File: src/rtl/instr_fetch.sv
// Instruction fetch unit: drives the PC register controls, issues one memory read
// at a time and holds the returned word in a single-entry buffer for decode.
module instr_fetch #(
  parameter int WIDTH    = 32,
  parameter int WAIT_MAX = 15
) (
  input  logic             clk,
  input  logic             clr,
  input  logic [WIDTH-1:0] pc_cur,
  output logic [WIDTH-1:0] pc_next,
  output logic             pc_inc,
  output logic             pc_en,
  output logic [WIDTH-1:0] mem_addr,
  output logic             mem_rd,
  input  logic             mem_ready,
  input  logic [WIDTH-1:0] mem_data,
  output logic [WIDTH-1:0] ir_out,
  output logic             ir_valid,
  input  logic             ir_ready,
  input  logic             redirect,
  input  logic [WIDTH-1:0] redirect_target,
  output logic             fetch_err
);

  localparam int CW = $clog2(WAIT_MAX + 1);

  localparam logic [2:0] S_IDLE  = 3'd0;
  localparam logic [2:0] S_REQ   = 3'd1;
  localparam logic [2:0] S_HOLD  = 3'd2;
  localparam logic [2:0] S_FLUSH = 3'd3;
  localparam logic [2:0] S_ERR   = 3'd4;

  logic [2:0]       state_reg;
  logic [CW-1:0]    wait_cnt_reg;
  logic [WIDTH-1:0] ir_out_reg;
  logic             ir_valid_reg;
  logic             fetch_err_reg;

  logic redirect_take;
  logic fetch_done;

  // A redirect only counts while a fetch is in flight or buffered; it outranks everything.
  assign redirect_take = redirect && ((state_reg == S_REQ) || (state_reg == S_HOLD));
  assign fetch_done    = (state_reg == S_REQ) && mem_ready && !redirect;

  assign pc_en     = redirect_take || fetch_done;
  assign pc_inc    = fetch_done;
  assign pc_next   = redirect_take ? redirect_target : '0;
  assign mem_rd    = (state_reg == S_REQ);
  assign mem_addr  = mem_rd ? pc_cur : '0;
  assign ir_out    = ir_out_reg;
  assign ir_valid  = ir_valid_reg;
  assign fetch_err = fetch_err_reg;

  always_ff @(posedge clk or posedge clr) begin
    if (clr) begin
      state_reg     <= S_IDLE;
      wait_cnt_reg  <= '0;
      ir_out_reg    <= '0;
      ir_valid_reg  <= 1'b0;
      fetch_err_reg <= 1'b0;
    end else begin
      case (state_reg)
        S_IDLE: state_reg <= S_REQ;
        S_REQ: begin
          if (redirect) begin
            wait_cnt_reg <= '0;
            state_reg    <= S_FLUSH;
          end else if (mem_ready) begin
            ir_out_reg   <= mem_data;
            ir_valid_reg <= 1'b1;
            wait_cnt_reg <= '0;
            state_reg    <= S_HOLD;
          end else if (wait_cnt_reg == CW'(WAIT_MAX - 1)) begin
            // WAIT_MAX consecutive cycles without mem_ready: give up for good.
            fetch_err_reg <= 1'b1;
            wait_cnt_reg  <= '0;
            state_reg     <= S_ERR;
          end else begin
            wait_cnt_reg <= wait_cnt_reg + 1'b1;
          end
        end
        S_HOLD: begin
          if (redirect || ir_ready) begin
            ir_valid_reg <= 1'b0;
            state_reg    <= redirect ? S_FLUSH : S_REQ;
          end
        end
        S_FLUSH: state_reg <= S_REQ;
        S_ERR:   state_reg <= S_ERR;
        default: state_reg <= S_IDLE;
      endcase
    end
  end

endmodule

File: config.mk
export PLATFORM = sky130hd
export DESIGN_NAME = instr_fetch
export DESIGN_NICKNAME = d
export VERILOG_FILES = /design/src/rtl/instr_fetch.sv
export SDC_FILE = /design/constraint.sdc
export NUM_CORES = 1
export LEC_CHECK = 0
export ABC_AREA = 1
export CORE_AREA = 3 3 78 80
export DETAILED_ROUTE_END_ITERATION = 8
export DIE_AREA = 0 0 81 83
export DONT_BUFFER_PORTS = 1
export PLACE_DENSITY = 0.63
export SETUP_SLACK_MARGIN = 0.3
export SLEW_MARGIN = 20
export SYNTH_ARGS = -nofsm -noshare
export SYNTH_HDL_FRONTEND = slang
export SYNTH_SLANG_ARGS = --single-unit
File: constraint.sdc
create_clock -name clk -period 1.45 [get_ports clk]
set_input_delay 0.29 -clock clk [delete_from_list [all_inputs] [get_ports clk]]
set_output_delay 0.29 -clock clk [all_outputs]
set_load 0.01 [all_outputs]
==> results of run 1 <==
[layer usage]
metal  vias up  global-route usage, %  share of wire [%]  wire (um)
met2       120                  30.32                 53       3407
met3        10                  6.833                9.6        623
met4         0                  5.684                1.5         94
met5         -                      0                  0          0
li1        986                      -                  -          -
met1       938                  20.06                 36       2346
[layout make-up]
type                    count  area [um2]  area share (%)
clock buffers               6       72.57           2.089
clock inverters             2       15.01          0.4321
inverters                  74       294.0           8.462
multi-input cells         202        1503           43.25
flip-flops and latches     41        1027           29.56
well taps                  72       90.09           2.593
repair buffers             34       461.7           13.29
repair inverters            1       11.26          0.3241
[cells by family (layout without fill, tap and decap cells)]
| kind of cell | after synthesis | after routing | synth area share [%] |
|---|---|---|---|
| fa+ha+maj | 2 | 2 | 1.125 |
| compound gates | 6 | 6 | 1.462 |
| buf+inv | 87 | 117 | 16.31 |
| flops | 41 | 41 | 46.12 |
| simple gates | 193 | 193 | 34.59 |
| xor+xnor | 1 | 1 | 0.3938 |
[path summary, 6_finish.rpt]
check	to	cells after the start	from	slack, ns
max	pc_next[21]	5	state_reg[1]$_DFFE_PP0P_	-0.26
min	ir_out[6]$_DFFE_PP0P_	2	mem_data[6]	0.10
max reg2reg	ir_out[14]$_DFFE_PP0P_	9	state_reg[0]$_DFFE_PP0P_	-0.20
min reg2reg	wait_cnt_reg[0]$_DFFE_PP0N_	1	wait_cnt_reg[0]$_DFFE_PP0N_	0.53
max in group asynchronous	ir_out[24]$_DFFE_PP0P_	3	clr	0.51
min in group asynchronous	ir_out[25]$_DFFE_PP0P_	2	clr	0.49
[power by group]
part | switching [W] | internal, W | total [W]
Clock | 0.000394 | 0.000339 | 0.000733
Sequential | 0 | 0.00114 | 0.00114
Combinational | 0.0000989 | 0.0000285 | 0.000127
Total | 0.000493 | 0.00151 | 0.00200
[cells in the mapped netlist, types with 2 or more instances]
| library cell | count | share of area [%] |
|---|---|---|
| buf_2 | 10 | 2.2 |
| nand3_1 | 6 | 1.3 |
| nor2_1 | 67 | 11 |
| dfrtp_1 | 41 | 46 |
| ha_1 | 2 | 1.1 |
| nand2_1 | 114 | 19 |
| buf_6 | 3 | 1.5 |
| o21ai_0 | 2 | 0.45 |
| o21ai_1 | 3 | 0.67 |
| inv_1 | 72 | 12 |
[what timing repair did]
item,CTS,global route
hold buffers,1,0
gates cloned,2,3
endpoints found under the hold margin,17,0
endpoints found under the setup margin,106,108
buffers inserted,8,3
pin swaps,3,35
resized for setup,34,77
[worst reg2reg max path, stage by stage, from the launching register on]
cell       delay [ns]
dfrtp_1          0.39
buf_4            0.13
inv_2            0.04
nor3_4           0.23
nand3_4          0.19
buf_6            0.17
buf_8            0.13
clkbuf_16        0.16
nand2_2          0.05
nand2_1          0.04
[metrics by stage]
step	power (W)	worst slack, ns	instance area, um2	cells
2_1_floorplan	0.001258	0.08106	2690	330
3_3_place_gp	0.001277	0.04864	2811	407
3_5_place_dp	0.001278	0.02125	2811	407
4_1_cts	0.002037	-0.2697	3156	426
5_1_grt	0.002097	-0.3288	3475	432
6_report	0.002002	-0.2639	3475	432
==> results.tsv, run 1 <==
stage	metric	value	unit
status	outcome	finished, violations left	
status	failing checks	negative setup slack	
global_route	GRT Total Usage	17.77	%
die	Initial Util	40.65	%
logic_synthesis	syn nets	433	
timing	unrepaired setup endpoints after global routing	yes	
setup_path	CP Launch Type	flip-flop	
clock_tree	CTS buffer count	5	
cells_and_area	Core Util, Final	63.49	%
global_route	grt ovf	0	
die	core area	5473	um2
logic_synthesis	Synth Register Bits	41	
cells_and_area	commonest cells after routing, fill and taps aside	inv_1, nand2_1, nor2_4	
clock_tree	H-tree level count	2	
timing	setup TNS	-21.68	ns
routing	TritonRoute pass-1 iters	4	
routing	Vias/cell	4.755	
run	max_cap viols	0	
logic_synthesis	Post-synth EDFFs	0	
timing	slew of the pin with the lowest slew margin	0.4392	ns
die	die area	6723	um2
setup_path	crit-path cells	nand3b_1 > nand2_2 > nand2_8 > buf_12 > nor2_4	
logic_synthesis	Mapped Area	2225	um2
setup_path	cell family contributing the most delay on the critical path	simple AND/OR/NAND/NOR gates	
clock_tree	CTS sink cnt	41	
setup_path	slowest stage delay, CP	0.41	ns
cells_and_area	final-layout fill cell count	440	
routing	via count	2054	
logic_synthesis	post-synth cell types	20	
clock_tree	CTS clk-pin slew, worst paths	0.08	ns
die	IO Pins	202	
routing	routed len/inst	14.98	um
setup_path	Buffers & Inverters on Critical Path	1	
clock_tree	clock buffer depth	2	
cells_and_area	final net count	462	
cells_and_area	Layout area overhead	56.19	%
placed_design	PortBufs	0	
logic_synthesis	Mapped Cells	330	
clock_tree	clock root cell	clkbuf_8	
die	row count	27	
placed_design	Placer Congestion	0.8082	
logic_synthesis	post-synthesis sequential area ratio	46.12	%
routing	violation count after the first detailed-route iteration	23	
worst_hold_path	worst min path class	in -> reg	
clock_tree	later-pin clock latency in the skew report	0.29	ns
timing	period utilization	118.2	%
clock_tree	CTS tree	done	
power	static leakage	1.804	nW
logic_synthesis	async set or reset register ratio after synthesis	100.0	%
timing	Worst Skew	0.003405	ns
die	Die Y-Extent	83	um
die	Chip Width	81	um
global_route	largest net degree at the start of global routing	25	
timing	Final Hold Slack	0.1049	ns
cells_and_area	Largest register FFs	32	
timing	Rel. slew slack	70.66	%
setup_path	Worst path slowest cell	dfrtp_1	
logic_synthesis	warnings from Yosys	0	
timing	Final setup violation count	99	
setup_path	CP endpoint kind	output port	
routing	drc violations	0	
timing	post-route setup slack	-0.2639	ns
cells_and_area	share of cells above drive strength 1	45.56	%
timing	Max Clock Freq	0.5835	GHz
cells_and_area	commonest non-fill, non-tap cell in the layout	inv_1	
cells_and_area	diodes inserted	0	
setup_path	Crit Path Category	reg -> out	
routing	Routed Antenna Nets	0	
logic_synthesis	Mean Syn Cell Area	6.741	um2
timing	Final min period	1.714	ns
global_route	first-pass GRT wire length	9522	um
global_route	initial antenna violation count	0	
setup_path	CP max FO	10	
setup_path	Critical Path AT	1.42	ns
routing	Detailed Route WL	6471	um
placed_design	detailed placement HPWL	4657	um
power	worst vdd ir	0.5438	mV
timing	Max Slew Vio Count	0	
setup_path	CP required	1.16	ns
power	PwrDens	576.3	nW/um2
timing	Final Hold Violating Endpoints	0	
logic_synthesis	top_reg_cell synth	dfrtp_1	
global_route	vias in the first global route	2012	
Note: power is estimated with default switching activity, not from simulation.
==> run 2: changes to the inputs <==
Settings changed: ABC_AREA 1 to default, CORE_AREA 3 3 78 80 to 3 3 77 79, DIE_AREA 0 0 81 83 to 0 0 80 82.
==> run 2 against run 1 <==
Against the previous run: the flow still finishes with violations (negative setup slack); global-route usage rose by 2.8 points; die area fell by 2.4%; combinational power rose to 30 times the previous value; clock skew barely moved; sequential share of layout area rose by 2.4 points.
==> results.tsv, run 2 <==
stage	metric	value	unit
placed_design	dpl ws	-0.3479	ns
placed_design	Inst Count DP	264	
setup_path	CP endpoint kind	output port	
routing	drc violations	0	
cells_and_area	Largest register FFs	32	
power	Combinational Power Share	54.1	%
setup_path	Critical Path Start	state_reg[1]$_DFFE_PP0P_	
logic_synthesis	Mapped Area	2131	um2
setup_path	slowest stage delay, CP	0.43	ns
logic_synthesis	post-synthesis sequential area ratio	48.15	%
logic_synthesis	top_reg_cell synth	dfrtp_1	
logic_synthesis	post-synthesis compound-gate area fraction	4.991	%
cells_and_area	diodes inserted	0	
die	Initial Util	39.42	%
global_route	grt ovf	0	
setup_path	CP required	1.16	ns
timing	post-route setup slack	-0.4734	ns
setup_path	crit-path cells	or3b_4 > buf_6 > clkinv_8 > clkbuf_16 > and2_4	
power	Sw Ratio	35.09	%
logic_synthesis	most frequent cells after synthesis	and2_1, dfrtp_1, mux2_2, clkbuf_1, nand2b_1	
logic_synthesis	warnings from Yosys	0	
die	Chip Width	80	um
timing	Final setup violation count	106	
setup_path	Crit Path Category	reg -> out	
global_route	vias in the first global route	1742	
logic_synthesis	Mapped Cells	190	
global_route	first-pass GRT wire length	9873	um
logic_synthesis	largest family of logic cells by synthesized area	simple AND/OR/NAND/NOR gates	
timing	Final min period	1.923	ns
routing	via count	1626	
placed_design	Placer Congestion	0.6602	
power	cell internal pwr	0.004570	W
global_route	largest net degree at the start of global routing	42	
clock_tree	clock buffer depth	2	
clock_tree	later-pin clock latency in the skew report	0.29	ns
run	max_cap viols	0	
power	Psw	0.002470	W
setup_path	R2R Setup Slk	-0.46	ns
cells_and_area	Layout area overhead	50.85	%
timing	slew of the pin with the lowest slew margin	0.8257	ns
logic_synthesis	Synth top area share	48.15	%
setup_path	FF-to-FF Start	state_reg[1]$_DFFE_PP0P_	
logic_synthesis	Mean Syn Cell Area	11.21	um2
die	Die Y-Extent	82	um
status	outcome	finished, violations left	
logic_synthesis	Post-Synth Simple-Gate Area	25.19	%
routing	Detailed Route WL	7052	um
cells_and_area	final-layout fill cell count	417	
logic_synthesis	largest area contributor in the netlist	dfrtp_1	
cells_and_area	commonest non-fill, non-tap cell in the layout	and2_4	
cells_and_area	final net count	325	
status	failing checks	negative setup slack	
die	row count	27	
clock_tree	H-tree level count	2	
setup_path	cell family contributing the most delay on the critical path	simple AND/OR/NAND/NOR gates	
clock_tree	CTS clk-pin slew, worst paths	0.07	ns
cells_and_area	multi-input logic area	1413	um2
setup_path	CP max FO	8	
global_route	GRT Total Usage	20.57	%
routing	violation count after the first detailed-route iteration	17	
setup_path	FF-to-FF path depth	6	
clock_tree	CTS buffer count	5	
placed_design	detailed placement HPWL	4787	um
cells_and_area	share of cells above drive strength 1	71.75	%
timing	period utilization	132.6	%
setup_path	R2R Path End	ir_out[11]$_DFFE_PP0P_	
logic_synthesis	Synth area leaders	dfrtp_1, and2_1, mux2_2	
logic_synthesis	syn nets	293	
cells_and_area	commonest cells after routing, fill and taps aside	and2_4, dfrtp_1, mux2_4	
clock_tree	CTS tree	done	
logic_synthesis	Post-Synth Adder-Cell Area	1.174	%
timing	Worst Skew	0.002978	ns
clock_tree	CTS sink cnt	41	
setup_path	Buffers & Inverters on Critical Path	3	
cells_and_area	Layout Cells excl Fill	295	
setup_path	Crit path depth	5	
power	static leakage	1.469	nW
routing	Routed Antenna Nets	0	
logic_synthesis	Post-Synth XOR/XNOR Area	0	%
die	core area	5405	um2
timing	Final Hold Violating Endpoints	0	
timing	unrepaired setup endpoints after global routing	yes	
routing	TritonRoute pass-1 iters	4	
setup_path	CP Launch Type	flip-flop	
logic_synthesis	most frequent cell after synthesis	and2_1	
cells_and_area	register area	1027	um2
timing	Max Slew Vio Count	0	
timing	Max Clock Freq	0.5199	GHz
clock_tree	clock root cell	clkbuf_8	
power	Flop pwr share	32.7	%
setup_path	Critical Path AT	1.63	ns
die	die area	6560	um2
logic_synthesis	Synth Register Bits	41	
routing	Vias/cell	5.512	
logic_synthesis	post-synth cell types	28	
logic_synthesis	Post-synth EDFFs	0	
placed_design	PortBufs	0	
timing	Rel. slew slack	44.84	%
logic_synthesis	multiplexer share of the synthesized area	16.91	%
power	Clock power frac	13.2	%
logic_synthesis	async set or reset register ratio after synthesis	100.0	%
clock_tree	number of hold buffers added after CTS	0	
routing	routed len/inst	23.91	um
power	worst vdd ir	1.114	mV
worst_hold_path	worst min path class	in -> async	
power	PwrDens	2190	nW/um2
setup_path	Worst path slowest cell	or3b_4	
die	IO Pins	202	
global_route	initial antenna violation count	0	
[run 2: cell types whose count changed after synthesis, sizes merged, moves of 3 or more]
cell / change
nand3: -4
buf: -9
a21oi: +3
inv: -70
nand2b: +6
nor2: -64
and2: +64
nand2: -110
mux2: +32
clkbuf: +7
[run 2: layout make-up]
class / instances / area share (%)
Multi-Input combinational cell: 135 / 43.95
Clock buffer: 7 / 2.686
Clock inverter: 1 / 0.9342
Inverter: 3 / 0.8564
Timing Repair Buffer: 36 / 16.82
Tap cell: 72 / 2.803
Sequential cell: 41 / 31.96
[run 2: worst reg2reg max path, delay by kind of cell, from the launching register on]
family                 cells  cell delay (ns)
multiplexers               1             0.30
AND/OR/NAND/NOR            2             0.69
buffers and inverters      3             0.40
flip-flops                 1             0.40
[run 2: cells by family after synthesis]
kind of cell	Yosys count
AO/OA/AOI/OAI	15
buffers and inverters	14
flip-flops	41
adder cells (fa/ha/maj)	2
multiplexers	32
AND/OR/NAND/NOR	86
[run 2: what timing repair did]
action | 4_1_cts | 5_1_grt
setup buffers | 10 | 6
pin swaps | 14 | 22
endpoints found under the setup margin | 108 | 108
gates cloned | 6 | 1
resized for setup | 53 | 14
[run 2: worst max path at each step]
| stage | end | slack [ns] |
|---|---|---|
| floorplan | ir_out[10]$_DFFE_PP0P_ | -0.42 |
| CTS | pc_inc | -0.49 |
| finish | mem_addr[26] | -0.47 |
| global placement | ir_out[22]$_DFFE_PP0P_ | -0.28 |
| detailed placement | ir_out[20]$_DFFE_PP0P_ | -0.35 |
| global route | mem_addr[4] | -0.52 |
[run 2: layer usage]
layer / track usage [%] / wire length [um]
met5: 0 / 0
met2: 37.91 / 3897
met1: 22.27 / 2242
met3: 6.140 / 770
met4: 7.432 / 142
[run 2: power by group through the flow]
stage | clock [W] | combinational, W | sequential [W]
after global routing | 0.00102 | 0.00407 | 0.00237
after global placement | 0 | 0.00247 | 0.00227
after detailed placement | 0 | 0.00258 | 0.00227
after CTS | 0.000948 | 0.00351 | 0.00229
after floorplan | 0 | 0.00229 | 0.00217
final | 0.000930 | 0.00381 | 0.00230
[run 2: per-stage QoR]
stage / instance area [um2] / TNS (ns) / hold WS, ns / power (W) / util [%]
5_1_grt: 3214 / -50.06 / 0.06623 / 0.007455 / 59.47
3_3_place_gp: 2511 / -18.95 / 0.3307 / 0.004743 / 46.46
3_5_place_dp: 2511 / -24.10 / 0.3574 / 0.004854 / 46.46
2_1_floorplan: 2427 / -20.05 / 0.2752 / 0.004459 / -
4_1_cts: 3088 / -43.94 / 0.03949 / 0.006748 / 57.13
6_report: 3214 / -45.11 / 0.01897 / 0.007041 / 59.47
==> run 3: changes to the inputs <==
Clock period 1.45 ns to 1.8 ns, I/O delays scaled along.
==> run 3 against run 2 <==
Against the previous run: the flow finishes with violations (negative hold slack, negative setup slack); cell count shrank 0.68%; sequential cell count is the same; combinational power shrank 22%; hold slack lost 0.020 ns; power shrank 21%.
==> results.tsv, run 3 (same netlist as run 2, synthesis figures left out) <==
stage	metric	value	unit
power	static leakage	1.447	nW
setup_path	Critical Path AT	1.60	ns
status	failing checks	negative hold slack, negative setup slack	
timing	Final Hold Slack	-0.001189	ns
global_route	largest net degree at the start of global routing	34	
clock_tree	clock buffer depth	2	
timing	period utilization	109.0	%
global_route	GRT Total Usage	16.92	%
routing	violation count after the first detailed-route iteration	46	
routing	Vias/cell	5.413	
die	core area	5405	um2
clock_tree	H-tree level count	2	
global_route	first-pass GRT wire length	8038	um
clock_tree	number of hold buffers added after CTS	0	
timing	Final min period	1.962	ns
die	row count	27	
cells_and_area	Final Instance Area	3137	um2
clock_tree	CTS tree	done	
setup_path	CP max FO	8	
routing	drc violations	0	
cells_and_area	final net count	323	
clock_tree	CTS sink cnt	41	
timing	Rel. slew slack	82.61	%
clock_tree	CTS clk-pin slew, worst paths	0.08	ns
cells_and_area	multi-input logic area	1379	um2
timing	slew of the pin with the lowest slew margin	0.2609	ns
placed_design	detailed placement HPWL	4259	um
power	power after layout	0.005556	W
die	Chip Width	80	um
die	Initial Util	39.42	%
cells_and_area	Largest register FFs	32	
placed_design	Placer Congestion	0.7166	
setup_path	CP endpoint kind	output port	
placed_design	Post-Place Cell Area	2410	um2
global_route	grt ovf	0	
timing	post-route setup slack	-0.1618	ns
power	worst vdd ir	0.9729	mV
die	Die Y-Extent	82	um
routing	Detailed Route WL	6623	um
die	die area	6560	um2
placed_design	PortBufs	0	
cells_and_area	register area	1026	um2
timing	Final Hold Violating Endpoints	4	
cells_and_area	commonest cells after routing, fill and taps aside	and2_4, dfrtp_1, mux2_4	
timing	Worst Skew	0.008381	ns
cells_and_area	diodes inserted	0	
routing	TritonRoute pass-1 iters	4	
die	IO Pins	202	
cells_and_area	share of cells above drive strength 1	67.42	%
status	outcome	finished, violations left	
setup_path	CP required	1.44	ns
cells_and_area	Layout area overhead	47.21	%
timing	Final setup violation count	97	
timing	Max Clock Freq	0.5097	GHz
routing	via count	1586	
clock_tree	CTS buffer count	5	
cells_and_area	final-layout fill cell count	430	
clock_tree	later-pin clock latency in the skew report	0.30	ns
run	max_cap viols	0	
placed_design	dpl ws	-0.01203	ns
routing	Routed Antenna Nets	0	
setup_path	Crit Path Category	reg -> out	
global_route	vias in the first global route	1458	
timing	unrepaired setup endpoints after global routing	yes	
placed_design	Inst Count DP	264	
routing	routed len/inst	22.60	um
clock_tree	clock root cell	clkbuf_8	
power	PwrDens	1771	nW/um2
global_route	initial antenna violation count	2	
setup_path	CP Launch Type	flip-flop	
setup_path	FF-to-FF path depth	6	
cells_and_area	Layout Cells excl Fill	293	
timing	Max Slew Vio Count	0	
worst_hold_path	worst min path class	in -> async	
cells_and_area	commonest non-fill, non-tap cell in the layout	and2_4	
## run 3: changes by cell type in the layout (fill, tap and decap cells not counted), sizes merged
cell      previous run  this run
buf                 35        29
clkbuf               8        11
clkinvlp             1         0
inv                  1         3
## run 3: power breakdown
part	leakage (nW)	total (W)	switching, W	internal (W)
sequential	0.495	0.00184	0.000502	0.00134
combinational	0.897	0.00297	0.00111	0.00185
clock	0.0554	0.000750	0.000334	0.000417
## run 3: per-stage QoR
stage / setup TNS (ns) / utilization [%]
finish: -10.27 / 58.03
global route: -16.27 / 58.03
CTS: -10.00 / 53.22
detailed placement: -0.02503 / 44.58
global placement: 0 / 44.58
floorplan: -1.932 / -
## run 3: area by class of cell
cell class | count | share of cell area (%)
multi-input cells | 135 | 43.96
flip-flops and latches | 41 | 32.71
repair buffers | 34 | 16.31
well taps | 72 | 2.872
clock buffers | 6 | 2.314
clock inverters | 2 | 1.237
inverters | 3 | 0.5983
## run 3: final timing paths
path	startpoint	endpoint	slack, ns
max	state_reg[1]$_DFFE_PP0P_	pc_next[20]	-0.16
min	clr	ir_out[5]$_DFFE_PP0P_	-0.001
max reg2reg	state_reg[2]$_DFFE_PP0P_	ir_out[14]$_DFFE_PP0P_	-0.11
min reg2reg	state_reg[1]$_DFFE_PP0P_	state_reg[2]$_DFFE_PP0P_	0.54
max in group asynchronous	clr	wait_cnt_reg[3]$_DFFE_PP0N_	1.58
min in group clk	mem_data[10]	ir_out[10]$_DFFE_PP0P_	0.20
## run 3: critical path: stages, from the launching register on
cell and delay [ns]:
dfrtp_1 0.39, buf_6 0.12, nand2b_4 0.15, a21oi_4 0.19
buf_6 0.15, clkbuf_16 0.14, and2_4 0.15
## run 3: metal layers
metal	part of all wire, %	track usage (%)	vias to the layer above
met5	0.51	0	-
met2	53	27.90	105
li1	-	-	686
met4	1.1	5.574	4
met3	10	7.237	10
met1	36	19.88	781
## run 3: repair_timing
item | in CTS | in global routing
setup endpoints to repair | 102 | 103
cloned | 4 | 6
resized for setup | 55 | 26
pin swaps | 2 | 58
buffers inserted | 8 | 3
